**config.mk**
```make
export PLATFORM = sky130hd
export DESIGN_NAME = shift_add_mul_ctrl_flat
export DESIGN_NICKNAME = d
export VERILOG_FILES = /design/src/rtl/shift_add_mul_ctrl_if.sv /design/src/rtl/shift_add_mul_ctrl.sv /design/src/flat_wrapper.sv
export SDC_FILE = /design/constraint.sdc
export NUM_CORES = 1
export LEC_CHECK = 0
export CORE_MARGIN = 2
export CORE_UTILIZATION = 40
export CTS_CLUSTER_DIAMETER = 100
export CTS_CLUSTER_SIZE = 28
export DETAILED_ROUTE_END_ITERATION = 6
export PLACE_DENSITY = 0.72
export SETUP_SLACK_MARGIN = 0.3
export SLEW_MARGIN = 20
export SYNTH_ARGS = -nofsm -noshare
export SYNTH_HDL_FRONTEND = slang
export SYNTH_SLANG_ARGS = --single-unit
```
**constraint.sdc**
```tcl
create_clock -name clk -period 2.08 [get_ports clk]
set_input_delay 0.416 -clock clk [delete_from_list [all_inputs] [get_ports clk]]
set_output_delay 0.416 -clock clk [all_outputs]
set_load 0.01 [all_outputs]
```
**src/rtl/shift_add_mul_ctrl_if.sv**
```systemverilog
// Request/response bundle of the shift-and-add multiplier controller.
interface shift_add_mul_ctrl_if #(
   parameter int unsigned WIDTH = 32
);
   logic                 start;
   logic [WIDTH-1:0]     op_a;
   logic [WIDTH-1:0]     op_b;
   logic                 ready;
   logic                 busy;
   logic                 done;
   logic [2*WIDTH-1:0]   product;

   modport master (output start, op_a, op_b, input ready, busy, done, product);
   modport slave  (input start, op_a, op_b, output ready, busy, done, product);
endinterface

```
**src/rtl/shift_add_mul_ctrl.sv**
```systemverilog
// Sequential 32x32->64 shift-and-add multiplier controller around an external 32-bit adder.
// Optional signed operation is enabled by defining SHIFT_ADD_MUL_SIGNED_EN.
module shift_add_mul_ctrl #(
   parameter int unsigned WIDTH = 32,
   parameter int unsigned CNT_W = 6
) (
   input  logic                 clk,
   input  logic                 rst_n,
   shift_add_mul_ctrl_if.slave  bus,
   output logic [WIDTH-1:0]     add_a,
   output logic [WIDTH-1:0]     add_b,
   output logic                 add_cin,
   input  logic [WIDTH-1:0]     add_sum,
   input  logic                 add_cout
);

   typedef enum logic [1:0] {S_IDLE, S_RUN, S_NEG, S_DONE} state_t;

   state_t               state_q, state_d;
   logic [WIDTH-1:0]     m_q, m_d;
   logic [2*WIDTH-1:0]   p_q, p_d;
   logic [CNT_W-1:0]     cnt_q, cnt_d;
   logic [2*WIDTH-1:0]   product_q, product_d;
   logic [WIDTH-1:0]     abs_a, abs_b;
`ifdef SHIFT_ADD_MUL_SIGNED_EN
   logic                 sign_q, sign_d;

   // Magnitudes; -2^31 negates to itself, which reads correctly as unsigned 2^31.
   assign abs_a = bus.op_a[WIDTH-1] ? -bus.op_a : bus.op_a;
   assign abs_b = bus.op_b[WIDTH-1] ? -bus.op_b : bus.op_b;
`else
   assign abs_a = bus.op_a;
   assign abs_b = bus.op_b;
`endif

   assign bus.ready   = (state_q == S_IDLE) || (state_q == S_DONE);
   assign bus.busy    = (state_q == S_RUN) || (state_q == S_NEG);
   assign bus.done    = (state_q == S_DONE);
   assign bus.product = product_q;
   assign add_cin     = 1'b0;

   always_comb begin
      state_d   = state_q;
      m_d       = m_q;
      p_d       = p_q;
      cnt_d     = cnt_q;
      product_d = product_q;
      add_a     = '0;
      add_b     = '0;
`ifdef SHIFT_ADD_MUL_SIGNED_EN
      sign_d    = sign_q;
`endif
      case (state_q)
         S_IDLE, S_DONE: begin
            if (bus.start) begin
               state_d = S_RUN;
               m_d     = abs_a;
               p_d     = {{WIDTH{1'b0}}, abs_b};
               cnt_d   = '0;
`ifdef SHIFT_ADD_MUL_SIGNED_EN
               sign_d  = bus.op_a[WIDTH-1] ^ bus.op_b[WIDTH-1];
`endif
            end else if (state_q == S_DONE) begin
               state_d = S_IDLE;
            end
         end
         S_RUN: begin
            add_a = p_q[2*WIDTH-1:WIDTH];
            add_b = p_q[0] ? m_q : '0;
            // Adder carry lands in P[63] while the whole accumulator shifts right.
            p_d   = {add_cout, add_sum, p_q[WIDTH-1:1]};
            cnt_d = cnt_q + 1'b1;
            if (cnt_q == CNT_W'(WIDTH-1)) begin
`ifdef SHIFT_ADD_MUL_SIGNED_EN
               state_d = S_NEG;
`else
               state_d   = S_DONE;
               product_d = p_d;
`endif
            end
         end
`ifdef SHIFT_ADD_MUL_SIGNED_EN
         S_NEG: begin
            product_d = sign_q ? -p_q : p_q;
            state_d   = S_DONE;
         end
`endif
         default: state_d = S_IDLE;
      endcase
   end

   always_ff @(posedge clk or negedge rst_n) begin
      if (!rst_n) begin
         state_q   <= S_IDLE;
         m_q       <= '0;
         p_q       <= '0;
         cnt_q     <= '0;
         product_q <= '0;
`ifdef SHIFT_ADD_MUL_SIGNED_EN
         sign_q    <= 1'b0;
`endif
      end else begin
         state_q   <= state_d;
         m_q       <= m_d;
         p_q       <= p_d;
         cnt_q     <= cnt_d;
         product_q <= product_d;
`ifdef SHIFT_ADD_MUL_SIGNED_EN
         sign_q    <= sign_d;
`endif
      end
   end

endmodule

```
**src/flat_wrapper.sv**
```systemverilog
// flat-port wrapper written by rule: the top's interface ports become plain ports
module shift_add_mul_ctrl_flat 
#(
   parameter int unsigned WIDTH = 32,
   parameter int unsigned CNT_W = 6
)
  (clk, rst_n, add_a, add_b, add_cin, add_sum, add_cout, bus_start, bus_op_a, bus_op_b, bus_ready, bus_busy, bus_done, bus_product);
  shift_add_mul_ctrl_if #(.WIDTH(WIDTH)) bus_i ();
  input  logic clk;
  input  logic rst_n;
  output logic [WIDTH-1:0] add_a;
  output logic [WIDTH-1:0] add_b;
  output logic add_cin;
  input  logic [WIDTH-1:0] add_sum;
  input  logic add_cout;
  input wire logic [$bits(bus_i.start)-1:0] bus_start;
  input wire logic [$bits(bus_i.op_a)-1:0] bus_op_a;
  input wire logic [$bits(bus_i.op_b)-1:0] bus_op_b;
  output wire logic [$bits(bus_i.ready)-1:0] bus_ready;
  output wire logic [$bits(bus_i.busy)-1:0] bus_busy;
  output wire logic [$bits(bus_i.done)-1:0] bus_done;
  output wire logic [$bits(bus_i.product)-1:0] bus_product;
  assign bus_i.start = bus_start;
  assign bus_i.op_a = bus_op_a;
  assign bus_i.op_b = bus_op_b;
  assign bus_ready = bus_i.ready;
  assign bus_busy = bus_i.busy;
  assign bus_done = bus_i.done;
  assign bus_product = bus_i.product;
  shift_add_mul_ctrl #(.WIDTH(WIDTH), .CNT_W(CNT_W)) u_core (.clk(clk), .rst_n(rst_n), .bus(bus_i), .add_a(add_a), .add_b(add_b), .add_cin(add_cin), .add_sum(add_sum), .add_cout(add_cout));
endmodule
```
==> flow_summary_export.csv, run 1 <==
group,metric,value,unit
critical_path,worst_path_max_delay_cell,"dfrtp_1",
critical_path,cp.arrival,1.73,ns
status,run_status,"finished, violations left",
critical_path,critical_path_required,1.66,ns
yosys,ys.flop_type,"dfrtp_1",
yosys,synth.top_cells.by_area,"dfrtp_1 59%, mux2_2 15%, mux2i_1 4.7%, a22o_1 4.2%, and2_1 2.8%",
placement,dp_cells,973,
finish,multi_input_area,3344,sq um
global_routing,grt_use_met3,4.852,%
status,violations,"negative setup slack",
global_routing,use_met1,30.90,%
power_and_ir_drop,pwr-share-seq,31.9,%
finish,regArea,4205,sq um
yosys,async_reset_ff_share,100.0,%
timing,finalCriticalPeriod,2.145,ns
yosys,synth_edf_count,0,
cts,cts_root_buf,"clkbuf_16",
critical_path,path_max_fanout,9,
detailed_routing,wl,23870,um
yosys,syn_area_per_cell,13.22,sq um
cts,htreeDepth,4,
cts,clock_latency,0.42,ns
detailed_routing,ant_nets,0,
power_and_ir_drop,p_int,10600,uW
placement,globalplace.congestion,0.7943,
worst_hold_path,hp-class,"flip-flop to flip-flop",
yosys,syn_inst,536,
critical_path,cp_top_family,"buffers and inverters",
yosys,synth.most_common_cell,"dfrtp_1",
cts,tritoncts,"yes",
detailed_routing,drtIter0Drc,232,
detailed_routing,drc,0,
yosys,yosysUniqueCellTypes,36,
yosys,synth_warnings,0,
cts,cts_max_path_buffers,2,
power_and_ir_drop,clkPwrFrac,21.3,%
placement,dp_hpwl,12480,um
yosys,ys_seq_area_share,59.32,%
critical_path,path_class,"flip-flop to output port",
placement,pre_cts_ws,0.04562,ns
global_routing,gr-usage-met2,39.69,%
timing,worstMarginPinSlew,0.6780,ns
detailed_routing,dr_total_vias,5681,
yosys,syn_nets,640,
timing,skew,0.009990,ns
global_routing,grt_overflow,0,
global_routing,antenna_found_initial,0,
timing,worst_slack,-0.06510,ns
die,die_x,137.1,um
cts,numClockSinks,168,
placement,io_buffers,230,
timing,hold_viol_final,0,
global_routing,grtUsageTotal,23.95,%
finish,fillers,1104,
die,die_height,137.1,um
cts,cts_buffers,17,
finish,nNetsFinal,940,
timing,setup_viol,51,
power_and_ir_drop,p_sw,5085,uW
yosys,yosysTopAreaCell,"dfrtp_1",
global_routing,grt_first_pass_wirelength,33720,um
cts,clk_pin_slew,0.07,ns
critical_path,worst-r2r-setup-slack,-0.01,ns
global_routing,top_usage_layer,"met2",
yosys,synth_commonest_cells,"168 x dfrtp_1, 92 x mux2_2, 35 x nand2_1, 34 x a22o_1, 34 x o21ai_0",
timing,rsz0062_at_grt,"yes",
global_routing,grt_pass1_vias,5929,
critical_path,path_cells,"inv_2 > ha_4 > buf_12 > buf_8 > buf_16 > and3_1 > buf_2",
yosys,netlist_area,7087,sq um
die,start_util,40.97,%
die,io_pins,232,
finish,antenna_cells,0,
power_and_ir_drop,power_leakage,0.006379,uW
power_and_ir_drop,max-vdd-ir-drop,758.0,uV
critical_path,crit_buf_inv,5,
flow_run,maxCapViolCount,0,
timing,max_freq,466.2,MHz
detailed_routing,wire_per_inst,22.23,um
yosys,netlist.area_leader.share,59.32,%
detailed_routing,via_per_inst,5.290,
critical_path,cpPeakStageDelay,0.40,ns
detailed_routing,firstDrtPassIters,4,
global_routing,grt_max_degree,50,
die,die-area,18800,sq um
critical_path,start_kind,"flip-flop",
power_and_ir_drop,power_density,1260,nW/um^2
die,core_area,17300,sq um
finish,final_layout_size_suffix_gt1_share,45.70,%
die,num_rows,48,
power_and_ir_drop,swShare,32.42,%
yosys,ys_seq_elements,168,
critical_path,end_kind,"output port",
timing,slew_viol_final,0,
finish,area_growth,75.65,%
timing,period_share,103.1,%
power_and_ir_drop,p_comb_share,46.9,%
finish,final_cell_count_no_fill,1074,
timing,relSlewSlack,54.66,%
[metal layers]
metal | vias up | share of wire (%)
met3 | 26 | 6.2
met1 | 2932 | 41
li1 | 2518 | -
met4 | 0 | 1.8
met2 | 205 | 51
met5 | - | 0
[cells in the final DEF (no fill, tap or decap), drive strengths merged, types with 2 or more instances in the layout]
cell type,synthesis,layout
a21boi,2,2
a22o,34,34
and2,32,32
and3,33,33
buf,24,146
bufbuf,0,3
bufinv,0,3
clkbuf,14,24
clkdlybuf4s50,0,119
clkinv,0,2
clkinvlp,0,5
dfrtp,168,168
dlymetal6s2s,0,43
ha,4,4
inv,4,7
mux2,97,97
mux2i,33,34
nand2,35,35
nand2b,2,2
nand3,3,3
nor2,2,2
nor3b,2,2
o21ai,34,34
[final cells by class]
type | count | share of cell area, %
timing repair buffer | 318 | 31.92
inverter | 4 | 0.1809
clock inverter | 13 | 1.347
clock buffer | 19 | 3.639
tap | 225 | 2.262
multi-input combinational | 327 | 26.87
sequential | 168 | 33.78
[final timing paths]
| path | start | depth (start not counted) | to |
|---|---|---|---|
| min reg2reg | u_core.bus.product[41]$_DFFE_PN0P_ | 1 | u_core.bus.product[41]$_DFFE_PN0P_ |
| max in group asynchronous | rst_n | 3 | u_core.p_q[34]$_DFFE_PN0P_ |
| max | u_core.state_q[1]$_DFFE_PN0P_ | 7 | add_b[0] |
| min in group asynchronous | rst_n | 2 | u_core.m_q[21]$_DFFE_PN0P_ |
| min | u_core.bus.product[41]$_DFFE_PN0P_ | 1 | u_core.bus.product[41]$_DFFE_PN0P_ |
| max reg2reg | u_core.state_q[0]$_DFFE_PN0P_ | 10 | u_core.cnt_q[5]$_DFFE_PN0P_ |
[cell families (layout without fill, tap and decap cells)]
group                    count (synthesis)  in the layout  share of synthesized area [%]
AND/OR/NAND/NOR                        114            114                          8.987
AO/OA/AOI/OAI                           77             77                          7.645
flip-flops                             168            168                          59.32
adder cells (fa/ha/maj)                  4              4                         0.7062
multiplexers                           130            131                          20.07
other                                    1              1                        0.05292
buffers and inverters                   42            354                          3.213
[per-stage QoR]
step / power (uW) / utilization [%] / hold slack [ns] / setup TNS [ns] / area [sq um]
2_1_floorplan: 7208 / - / 0.1204 / 0 / 7098
6_report: 15680 / 71.97 / 0.5078 / -2.226 / 12450
3_3_place_gp: 8984 / 56.44 / 0.3944 / 0 / 9762
5_1_grt: 16410 / 71.97 / 0.5077 / -4.972 / 12450
3_5_place_dp: 9163 / 56.44 / 0.4011 / 0 / 9762
4_1_cts: 14880 / 67.38 / 0.5006 / -0.6655 / 11650
[worst register-to-register path: stages (launching register included)]
cell and delay [ns]:
dfrtp_2 0.43, buf_4 0.17, inv_4 0.06, ha_4 0.21, buf_8 0.15, mux2i_4 0.20
buf_12 0.18, buf_6 0.11, buf_12 0.13, o31ai_4 0.22, a21boi_1 0.08
[power by group through the flow]
| stage | Combinational [uW] | Clock, uW | Sequential (uW) |
|---|---|---|---|
| 6_report | 7350 | 3330 | 5000 |
| 2_1_floorplan | 2490 | 0 | 4720 |
| 5_1_grt | 7770 | 3540 | 5100 |
| 4_1_cts | 6600 | 3380 | 4890 |
| 3_5_place_dp | 4260 | 0 | 4900 |
| 3_3_place_gp | 4120 | 0 | 4860 |
[state kept, by name, summed over array words and instances, names as in the netlist]
register / cells
u_core.cnt_q: 6
u_core.bus.product: 64
u_core.state_q: 2
u_core.p_q: 64
u_core.m_q: 32
[repair_timing]
| item | in CTS | in global routing |
|---|---|---|
| setup buffers | 28 | 9 |
| setup endpoints to repair | 241 | 273 |
| gates resized for setup | 467 | 167 |
| cloned | 21 | 10 |
| pin swaps | 9 | 24 |
| endpoints found under the hold margin | 44 | 0 |
| hold buffers | 1 | 0 |
No activity file was read; power rests on OpenSTA's default activity.
==> run 2, diff against run 1 <==
CORE_ASPECT_RATIO = 0.75   (was unset)
==> run 2 against run 1 <==
  * The run now ends clean
  * Non-clock buffer count increased by 3
  * Sequential power increased by 1%
  * Routed wire length increased by 3.0%
  * Clock skew increased by 0.0045 ns
  * Clock power about the same
  * Total power increased by 1.3%
  * Via count increased by 0.12%
  * Critical path depth decreased by 2
  * Die area about the same
  * Core utilization decreased by 1.7 points
  * Flip-flop and latch count unchanged
  * Hold slack got worse by 0.030 ns
  * Critical path type unchanged
==> flow_summary_export.csv, run 2 (same netlist as run 1, synthesis figures left out) <==
group,metric,value,unit
status,run_status,"complete, no violations",
timing,finalCriticalPeriod,2.059,ns
timing,period_share,98.98,%
critical_path,end_kind,"output port",
critical_path,critical_path_required,1.66,ns
global_routing,antenna_found_initial,0,
timing,hold_viol_final,0,
placement,globalplace.congestion,0.8115,
critical_path,cpPeakStageDelay,0.42,ns
timing,skew,0.01449,ns
critical_path,worst_path_max_delay_cell,"dfrtp_1",
finish,nNetsFinal,942,
cts,htreeDepth,4,
detailed_routing,firstDrtPassIters,4,
critical_path,path_max_fanout,9,
placement,io_buffers,230,
finish,antenna_cells,0,
placement,dp_hpwl,12250,um
cts,cts_root_buf,"clkbuf_16",
detailed_routing,dr_total_vias,5688,
die,die_x,157.7,um
detailed_routing,via_per_inst,5.214,
cts,tritoncts,"yes",
timing,max_freq,485.7,MHz
global_routing,grt_overflow,0,
worst_hold_path,hp-class,"flip-flop to flip-flop",
timing,slew_viol_final,0,
critical_path,path_cells,"ha_4 > buf_6 > clkbuf_16 > and3_1 > buf_2",
cts,cts_buffers,17,
critical_path,start_kind,"flip-flop",
cts,clock_latency,0.43,ns
die,die-area,18810,sq um
finish,final_util,70.28,%
global_routing,grt_max_degree,55,
timing,worst_slack,0.02120,ns
power_and_ir_drop,power_leakage,0.006193,uW
finish,area_growth,73.53,%
timing,setup_viol,0,
finish,mostFrequentLayoutCells,"168 x dfrtp_1, 129 x clkdlybuf4s50_1, 74 x mux2_2, 66 x buf_6, 38 x clkbuf_16",
die,io_pins,232,
global_routing,grt_first_pass_wirelength,30710,um
die,core_area,17500,sq um
die,die_height,119.3,um
cts,cts_max_path_buffers,2,
timing,fin_hold_ws,0.4779,ns
finish,final_common_cell,"dfrtp_1",
timing,tns,0,ns
detailed_routing,wire_per_inst,22.55,um
power_and_ir_drop,power_density,1292,nW/um^2
detailed_routing,wl,24600,um
power_and_ir_drop,power.total,15890,uW
flow_run,maxCapViolCount,0,
power_and_ir_drop,max-vdd-ir-drop,732.6,uV
timing,rsz0062_at_grt,"yes",
placement,pre_cts_ws,-0.03529,ns
global_routing,grt_pass1_vias,5657,
detailed_routing,ant_nets,0,
die,num_rows,42,
cts,numClockSinks,168,
cts,clk_pin_slew,0.07,ns
finish,final_layout_size_suffix_gt1_share,47.00,%
detailed_routing,drc,0,
critical_path,path_class,"flip-flop to output port",
die,start_util,40.50,%
global_routing,grtUsageTotal,21.15,%
critical_path,cp.arrival,1.64,ns
detailed_routing,drtIter0Drc,354,
run 2: per-stage QoR:
| step | area, sq um | cells |
|---|---|---|
| after floorplan | 7098 | 536 |
| after global placement | 9748 | 987 |
| after detailed placement | 9748 | 987 |
| after CTS | 10510 | 1039 |
| after global routing | 12300 | 1091 |
| final | 12300 | 1091 |
run 2: final timing paths:
| path | start | slack, ns | end | depth (start not counted) |
|---|---|---|---|---|
| setup reg to reg | u_core.state_q[0]$_DFFE_PN0P_ | 0.04 | u_core.cnt_q[5]$_DFFE_PN0P_ | 8 |
| hold reg to reg | u_core.p_q[0]$_DFFE_PN0P_ | 0.48 | u_core.p_q[0]$_DFFE_PN0P_ | 2 |
| setup / recovery | u_core.state_q[0]$_DFFE_PN0P_ | 0.02 | add_b[20] | 5 |
| max in group asynchronous | rst_n | 0.94 | u_core.cnt_q[1]$_DFFE_PN0P_ | 3 |
| min in group asynchronous | rst_n | 0.49 | u_core.m_q[3]$_DFFE_PN0P_ | 2 |
| hold / removal | u_core.p_q[0]$_DFFE_PN0P_ | 0.48 | u_core.p_q[0]$_DFFE_PN0P_ | 2 |
run 2: final cells by class:
type / instances / area [sq um]
Timing Repair Buffer: 321 / 3936
Sequential cell: 168 / 4204
Multi-Input combinational cell: 326 / 3226
Tap cell: 242 / 302.8
Fill cell: 1171 / 5201
Clock inverter: 10 / 142.6
Inverter: 4 / 20.02
Clock buffer: 20 / 466.7
run 2: critical path: cells and delay by family, from the launching register on:
family | cells | cell delay (ns)
adder cells (fa/ha/maj) | 1 | 0.21
buffers and inverters | 3 | 0.44
flip-flops | 1 | 0.42
AND/OR/NAND/NOR | 1 | 0.15
run 2: per-layer routing:
layer / vias up / GRT usage, % / part of all wire, %
li1: 2526 / - / -
met1: 2915 / 26.33 / 42
met2: 220 / 34.43 / 49
met3: 27 / 7.715 / 8.2
met4: 0 / 6.364 / 1.2
met5: - / 0 / 0
run 2: report_power, final:
| part | internal [uW] | switching, uW |
|---|---|---|
| clock network | 1980 | 1330 |
| registers | 4270 | 781 |
| logic | 4340 | 3190 |
run 2: repair_timing:
action / 4_1_cts / 5_1_grt
resized for setup: 297 / 288
gates cloned: 7 / 32
hold endpoints to repair: 38 / 0
buffers inserted: 14 / 20
hold buffers: 1 / 0
pin swaps: 4 / 51
endpoints found under the setup margin: 220 / 266
==> run 3, diff against run 2 <==
clock period = 2.4 ns   (was 2.08 ns; I/O delays follow)
==> run 3 against run 2 <==
  * Die area did not move
  * Global-route usage decreased by 1.9 points
  * Setup slack improved by 0.20 ns
  * Cell count down 4.5%
  * Clock-buffer cell count down 1
==> flow_summary_export.csv, run 3 (same netlist as run 1, synthesis figures left out) <==
group,metric,value,unit
critical_path,path_class,"flip-flop to output port",
critical_path,cp.arrival,1.70,ns
detailed_routing,via_per_inst,4.951,
finish,antenna_cells,0,
global_routing,grt_pass1_vias,5457,
global_routing,antenna_found_initial,0,
timing,setup_viol,0,
finish,area_growth,51.78,%
critical_path,path_cells,"ha_4 > buf_12 > buf_12 > buf_16 > and3_1 > buf_2",
placement,pre_cts_ws,0.2087,ns
power_and_ir_drop,swShare,32.11,%
detailed_routing,firstDrtPassIters,4,
critical_path,cp_common_cell,"buf_12",
cts,cts_buffers,17,
cts,cts_max_path_buffers,2,
cts,tritoncts,"yes",
timing,tns,0,ns
detailed_routing,drtIter0Drc,288,
global_routing,grt_overflow,0,
die,core_area,17500,sq um
critical_path,cp_top_family,"buffers and inverters",
critical_path,r2r_start,"u_core.state_q[0]$_DFFE_PN0P_",
timing,hold_viol_final,0,
worst_hold_path,hp-class,"input pin to asynchronous set/reset pin",
power_and_ir_drop,power_leakage,0.004915,uW
finish,fillers,1406,
die,io_pins,232,
placement,globalplace.congestion,0.7732,
die,die-area,18810,sq um
timing,slew_viol_final,0,
finish,final_layout_size_suffix_gt1_share,34.38,%
timing,finalCriticalPeriod,2.181,ns
timing,max_freq,458.4,MHz
critical_path,start_kind,"flip-flop",
global_routing,grtUsageTotal,19.23,%
critical_path,worst_setup_path_startpoint,"u_core.state_q[0]$_DFFE_PN0P_",
status,run_status,"complete, no violations",
detailed_routing,dr_total_vias,5159,
timing,relSlewSlack,60.47,%
finish,nNetsFinal,892,
timing,skew,0.01153,ns
critical_path,critical_path_required,1.92,ns
critical_path,crit_buf_inv,4,
detailed_routing,ant_nets,0,
power_and_ir_drop,p_comb_share,39.3,%
critical_path,end_kind,"output port",
detailed_routing,drc,0,
power_and_ir_drop,p_sw,3658,uW
detailed_routing,wire_per_inst,18.35,um
power_and_ir_drop,power_density,1059,nW/um^2
power_and_ir_drop,pwr-share-seq,37.4,%
power_and_ir_drop,clkPwrFrac,23.3,%
timing,worst_slack,0.2187,ns
power_and_ir_drop,max-vdd-ir-drop,465.7,uV
cts,clock_latency,0.42,ns
detailed_routing,wl,19120,um
placement,dp_hpwl,11740,um
placement,io_buffers,230,
die,die_height,119.3,um
critical_path,worst_path_max_delay_cell,"dfrtp_2",
cts,numClockSinks,168,
global_routing,grt_first_pass_wirelength,28080,um
die,die_x,157.7,um
finish,final_common_cell,"dfrtp_1",
cts,cts_root_buf,"clkbuf_16",
timing,period_share,90.89,%
timing,worstMarginPinSlew,0.5918,ns
cts,clk_pin_slew,0.06,ns
critical_path,cpPeakStageDelay,0.42,ns
power_and_ir_drop,p_int,7735,uW
cts,hold_buffers,0,
flow_run,maxCapViolCount,0,
global_routing,grt_max_degree,65,
die,start_util,40.50,%
finish,mostFrequentLayoutCells,"167 x dfrtp_1, 162 x clkdlybuf4s50_1, 92 x mux2_2, 35 x nand2_1, 35 x buf_6",
die,num_rows,42,
timing,rsz0062_at_grt,"yes",
critical_path,path_max_fanout,9,
cts,htreeDepth,4,
[run 3: changes by cell type in the layout (fill, tap and decap cells not counted), moves of 22 or more]
cell and delta:
clkdlybuf4s50_1 +33, dlymetal6s2s_1 -33, o21ai_0 +33, buf_6 -31
nand2_1 +28, o21ai_2 -26, and2_1 +22, and2_4 -22
[run 3: power by group through the flow]
stage               clock network (uW)  registers [uW]  logic (uW)
floorplan                            0            4090        2130
global placement                     0            4200        3560
detailed placement                   0            4250        3670
CTS                               2730            4210        3850
global route                      2850            4360        4840
finish                            2660            4260        4480
[run 3: area by class of cell]
type | instances | area, sq um | area share (%)
Clock inverter | 12 | 125.1 | 1.163
Sequential cell | 168 | 4205 | 39.09
Multi-Input combinational cell | 327 | 2874 | 26.72
Tap cell | 242 | 302.8 | 2.815
Timing Repair Buffer | 270 | 2791 | 25.95
Inverter | 4 | 15.01 | 0.1396
Clock buffer | 19 | 442.9 | 4.118
[run 3: per-layer routing]
layer	GRT usage, %	wire length, um	share of wire [%]	vias up
met2	30.92	9085	48	161
met4	5.341	161	0.84	0
met1	24.26	8292	43	2584
met3	7.351	1582	8.3	14
met5	0	0	0	-
li1	-	-	-	2400
[run 3: what timing repair did]
item                       4_1_cts  5_1_grt
cloned                           4        5
setup endpoints to repair      101       96
hold endpoints to repair         0        0
buffers inserted                11        4
gates resized for setup        272       77
pin swaps                        1        2
[run 3: final timing paths]
kind	to	slack (ns)	depth (start not counted)
hold reg to reg	u_core.bus.product[36]$_DFFE_PN0P_	0.50	1
max in group asynchronous	u_core.p_q[3]$_DFFE_PN0P_	1.74	2
hold / removal	u_core.m_q[26]$_DFFE_PN0P_	0.002	1
setup / recovery	add_b[6]	0.22	6
min in group clk	u_core.bus.product[36]$_DFFE_PN0P_	0.50	1
setup reg to reg	u_core.cnt_q[0]$_DFFE_PN0P_	0.36	6
[run 3: per-stage QoR]
step	hold WS (ns)	total power, uW	instance area, sq um	utilization, %	std cells
2_1_floorplan	0.1844	6225	7087	-	536
3_3_place_gp	0.4576	7763	9741	55.66	987
3_5_place_dp	0.4646	7919	9741	55.66	987
4_1_cts	0.003851	10800	10260	58.62	1033
5_1_grt	0.01491	12060	10760	61.47	1042
6_report	0.002347	11390	10760	61.47	1042
==> variant 1 (settings of run 2) <==
Build with the macro `SHIFT_ADD_MUL_SIGNED_EN` defined.
--- a/src/rtl/shift_add_mul_ctrl.sv
+++ b/src/rtl/shift_add_mul_ctrl.sv
@@ -1,4 +1,6 @@
 // Sequential 32x32->64 shift-and-add multiplier controller around an external 32-bit adder.
 // Optional signed operation is enabled by defining SHIFT_ADD_MUL_SIGNED_EN.
+`define SHIFT_ADD_MUL_SIGNED_EN
+
 module shift_add_mul_ctrl #(
    parameter int unsigned WIDTH = 32,
Check against the original RTL: not equivalent (a bounded check fails within 4 cycles, from zero or initial values and one cycle with rst_n low).
==> variant 1 against run 2 <==
- the flow now finishes with violations (DRC, setup timing)
- routed wire length grew 120%
- die area grew 34%
- clock power grew 1%
- power grew 89%
- register-to-register slack lost 0.77 ns
- cell count grew 74%
- via count grew 120%
- worst setup slack lost 0.75 ns
- final area grew 50%
- non-clock buffer count grew 253
- sequential cell count grew 1
- critical endpoint is now u_core.bus.product[54]$_DFFE_PN0P_
- synthesized area grew 35%
- hold slack lost 0.14 ns
==> variant 1: results (changes against run 2) <==
| Metric | Value |
|---|---|
| Status | complete, but fails checks |
| Failing checks | DRC, setup timing |
| Remaining DRCs | 1 (+1) |
| Worst r2r src | u_core.p_q[0]$_DFFE_PN0P_ |
| DIE AREA | 25100 um^2 (+34%) |
| Largest net degree at the start of global routing | 67 (+22%) |
| Metal-1 WL | 18.8 mm (+82%) |
| Multi-Input Combinational | 802 (+150%) |
| # clk buffers | 18 (-10%) |
| DR WL/cell | 28.3 um (+25%) |
| Post-Place Worst Slack | -0.664 ns (-0.629 ns) |
| PD cells | 1620 nW/um^2 (+25%) |
| Nets@finish | 1684 (+79%) |
| Leakage | 8.37 nW (+35%) |
| Met2 WL post-DR | 23.5 mm (+97%) |
| GR Util met2 | 0.486 (+0.142) |
| Antenna violations before repair | 8 (+8) |
| Sequential power share | 0.211 (-0.107) |
| Final WS setup | -0.731 ns (-0.752 ns) |
| Non-clock buffer share | 0.330 (+0.00981) |
| Final setup vio count | 192 (+192) |
| Proportion of power drawn by the clock network | 0.112 (-0.096) |
| Vias | 12500 (+120%) |
| Finished Layout Cells | 1896 (+74%) |
| Nonclk inv count | 13 (+9) |
| ANT cells | 6 (+6) |
| HP Start | bus_op_a[17] |
| DRT iter0 DRCs | 1830 (+420%) |
| Max rail drop VDD | 975 uV (+33%) |
| Layout cells sized above 1 | 0.492 (+0.0225) |
| Global-route wire length before repair | 60.4 mm (+97%) |
## variant 1: cell types whose count changed after synthesis, sizes merged, moves of 20 or more
cell / change
xor2: +111
mux2: -90
nor2: +83
a21oi: +82
o21ai: +71
clkbuf: +55
nand2: +53
o31ai: +39
or3: +29
mux2i: -28
o41ai: +20
## variant 1: cell families (layout without fill, tap and decap cells)
group	after synthesis	in the layout	synth area share
AND/OR/NAND/NOR	363	363	0.194
multiplexers	12	12	0.0135
flip-flops	169	169	0.443
adder cells (fa/ha/maj)	7	7	0.00918
other	1	7	0.000393
XOR/XNOR	122	122	0.112
AO/OA/AOI/OAI	297	297	0.193
buffers and inverters	87	619	0.0349
## variant 1: how the worst max path moves through the flow
stage,endpoint,cells past startpoint,slack (ns),start
3_5_place_dp,u_core.bus.product[50]$_DFFE_PN0P_,10,-0.66,u_core.p_q[1]$_DFFE_PN0P_
6_report,u_core.bus.product[54]$_DFFE_PN0P_,8,-0.73,u_core.p_q[0]$_DFFE_PN0P_
4_1_cts,u_core.bus.product[54]$_DFFE_PN0P_,8,-0.53,u_core.p_q[1]$_DFFE_PN0P_
2_1_floorplan,u_core.bus.product[54]$_DFFE_PN0P_,12,-0.84,u_core.p_q[0]$_DFFE_PN0P_
3_3_place_gp,u_core.bus.product[50]$_DFFE_PN0P_,10,-0.67,u_core.p_q[1]$_DFFE_PN0P_
5_1_grt,u_core.bus.product[54]$_DFFE_PN0P_,8,-0.73,u_core.p_q[0]$_DFFE_PN0P_
## variant 1: worst max-delay path, stage by stage (launching register included)
cell and delay [ns]:
dfrtp_1 0.44, inv_4 0.08, ha_4 0.14, or3b_4 0.39, or4_4 0.53, or4_4 0.53, o31ai_4 0.25, xor2_1 0.19
a21oi_1 0.11
==> variant 2 (settings of run 2) <==
Made on the original files. Encoding of `state_t`: now one-hot (4 bits for 4 states).
--- a/src/rtl/shift_add_mul_ctrl.sv
+++ b/src/rtl/shift_add_mul_ctrl.sv
@@ -15,5 +15,5 @@
 );
 
-   typedef enum logic [1:0] {S_IDLE, S_RUN, S_NEG, S_DONE} state_t;
+   typedef enum logic [3:0] {S_IDLE = 4'b0001, S_RUN = 4'b0010, S_NEG = 4'b0100, S_DONE = 4'b1000} state_t;
 
    state_t               state_q, state_d;
Function: no difference found for any inputs over 10 cycles, from zero or initial values and one cycle with rst_n low; not proved beyond that.
==> variant 2 against run 2 <==
- the flow now finishes with violations (setup timing)
- synthesized area grew 3.8%
- clock power is 1% higher
- final area fell by 1.8%
- sequential cell count rose by 1
- power down 18%
- sequential power fell by 4.6%
- utilization fell by 2.5 points
- cell count grew 1.7%
- non-clock buffer count shrank 7
- routed wire length decreased by 6.0%
- clock skew is 0.0021 ns lower
- worst setup slack worse by 0.25 ns
- count of clock-buffer cells in the layout unchanged
- critical path type unchanged
- largest cell class unchanged
- highest routed layer unchanged
==> variant 2: results (changes against run 2) <==
| Metric | Value |
|---|---|
| Status | complete, but fails checks |
| Failing checks | setup timing |
| Global-route wire length before repair | 32.7 mm (+6.5%) |
| CP max FO | 12 (+3) |
| Post-Place Worst Slack | -0.160 ns (-0.125 ns) |
| Dpl cells | 1030 (+4.4%) |
| Routed WL | 23.1 mm (-6.0%) |
| Worst r2r src | u_core.state_q[3]$_DFFE_PN0P_ |
| Leakage | 5.74 nW (-7.4%) |
| Fillers | 1235 (+5.5%) |
| Max incr delay on CP | 0.44 ns (+0.02 ns) |
| Largest net degree at the start of global routing | 46 (-16%) |
| DR WL/cell | 20.8 um (-7.6%) |
| Pre-antenna DRT Iters | 5 (+1) |
| Mean post-synth cell area | 13.0 um^2 (-2.0%) |
| Fin Clk Skew | 0.0124 ns (-0.00212 ns) |
| Final WS setup | -0.234 ns (-0.255 ns) |
| RR Endpoint | u_core.bus.product[9]$_DFFE_PN0P_ |
| Nets@finish | 956 (+1.5%) |
| HPWL Detailed | 13.5 mm (+10%) |
| GRT Overall Usage | 0.216 (+0.00408) |
| Setup crit end | add_b[1] |
| Multiplexer area fraction after synthesis | 0.173 (-0.0274) |
| Final setup vio count | 129 (+129) |
| XOR/XNOR Fraction of Synth Area | 0.00238 (+0.00238) |
| Hold crit path type | in -> async |
| Area share of fa/ha/maj cells after synthesis | 0.00170 (-0.00536) |
| CP arrival | 1.90 ns (+0.26 ns) |
| Commonest cells post-synth | dfrtp_1, nand2_1, mux2_4, mux2_2, nand3_1 |
| DRT iter0 DRCs | 385 (+8.8%) |
| GP Congestion | 0.835 (+2.9%) |
| Layout cells sized above 1 | 0.386 (-0.0840) |
| Synth area leaders | dfrtp_1, mux2_4, mux2_2 |
| Max rail drop VDD | 576 uV (-21%) |
| Crit path from | u_core.state_q[3]$_DFFE_PN0P_ |
| Post-synthesis compound-gate area fraction | 0.0811 (+0.00467) |
| Syn Nets | 669 (+4.5%) |
| Via density | 5.20 (-0.35%) |
| Slowest stage cell, crit path | or3b_4 |
[variant 2: changes by cell type after synthesis, moves of 4 or more]
cell	before	now
clkbuf_1	14	25
buf_12	0	5
mux2i_1	33	1
inv_1	4	0
mux2_1	5	0
nand3_1	2	36
nand2_1	35	66
buf_2	17	12
o21ai_0	34	0
mux2_4	0	49
o211ai_1	0	32
buf_6	6	1
mux2_2	92	47
[variant 2: where the power goes]
group	switching, mW	internal, mW	leakage [nW]
combinational	2.08	2.85	3.41
clock	1.35	2.00	0.303
sequential	0.644	4.18	2.03
[variant 2: logic make-up after synthesis]
| kind of cell | count (synthesis) |
|---|---|
| simple gates | 176 |
| compound gates | 74 |
| flops | 169 |
| buf+inv | 48 |
| mux | 97 |
| other cells | 1 |
| xor+xnor | 2 |
| fa+ha+maj | 1 |
[variant 2: area by class of cell]
type / count / share of cell area
clock inverter: 12 / 0.0135
multi-input combinational: 351 / 0.259
tap: 242 / 0.0251
sequential: 169 / 0.350
clock buffer: 20 / 0.0386
timing repair buffer: 314 / 0.312
inverter: 2 / 0.00166
[variant 2: repair_timing]
| item | 4_1_cts | 5_1_grt |
|---|---|---|
| endpoints found under the hold margin | 38 | 0 |
| gates resized for setup | 335 | 146 |
| buffers inserted | 14 | 7 |
| gates cloned | 6 | 20 |
| hold buffers | 1 | 0 |
| pin swaps | 12 | 43 |
| setup endpoints to repair | 181 | 279 |
[variant 2: worst min path at each step]
stage	end	cells past startpoint	startpoint	slack (ns)
after floorplan	u_core.bus.product[0]$_DFFE_PN0P_	0	rst_n	0.12
after global placement	u_core.bus.product[57]$_DFFE_PN0P_	1	rst_n	0.36
after detailed placement	u_core.bus.product[60]$_DFFE_PN0P_	1	rst_n	0.38
after CTS	u_core.bus.product[60]$_DFFE_PN0P_	2	rst_n	0.50
after global routing	u_core.bus.product[59]$_DFFE_PN0P_	2	rst_n	0.51
final	u_core.bus.product[60]$_DFFE_PN0P_	2	rst_n	0.50
[variant 2: metrics by stage]
stage                     TNS, ns  cell area (um^2)  hold WS (ns)
after floorplan                 0              7420         0.120
after global placement     -12.15             10100         0.364
after detailed placement   -12.95             10100         0.376
after CTS                  -21.36             11100         0.498
after global routing       -32.94             12100         0.511
final                      -24.90             12100         0.495
[variant 2: critical path: cells and delay by family (launching register included)]
family	cells	cell delay, ns
simple gates	2	0.61
flops	1	0.38
buf+inv	4	0.48
[variant 2: metal layers]
layer,track usage,vias up,share of wire
li1,-,2595,-
met1,0.294,2921,0.45
met2,0.334,230,0.47
met3,0.0728,21,0.075
met4,0.0495,0,0.0096
met5,0,-,0
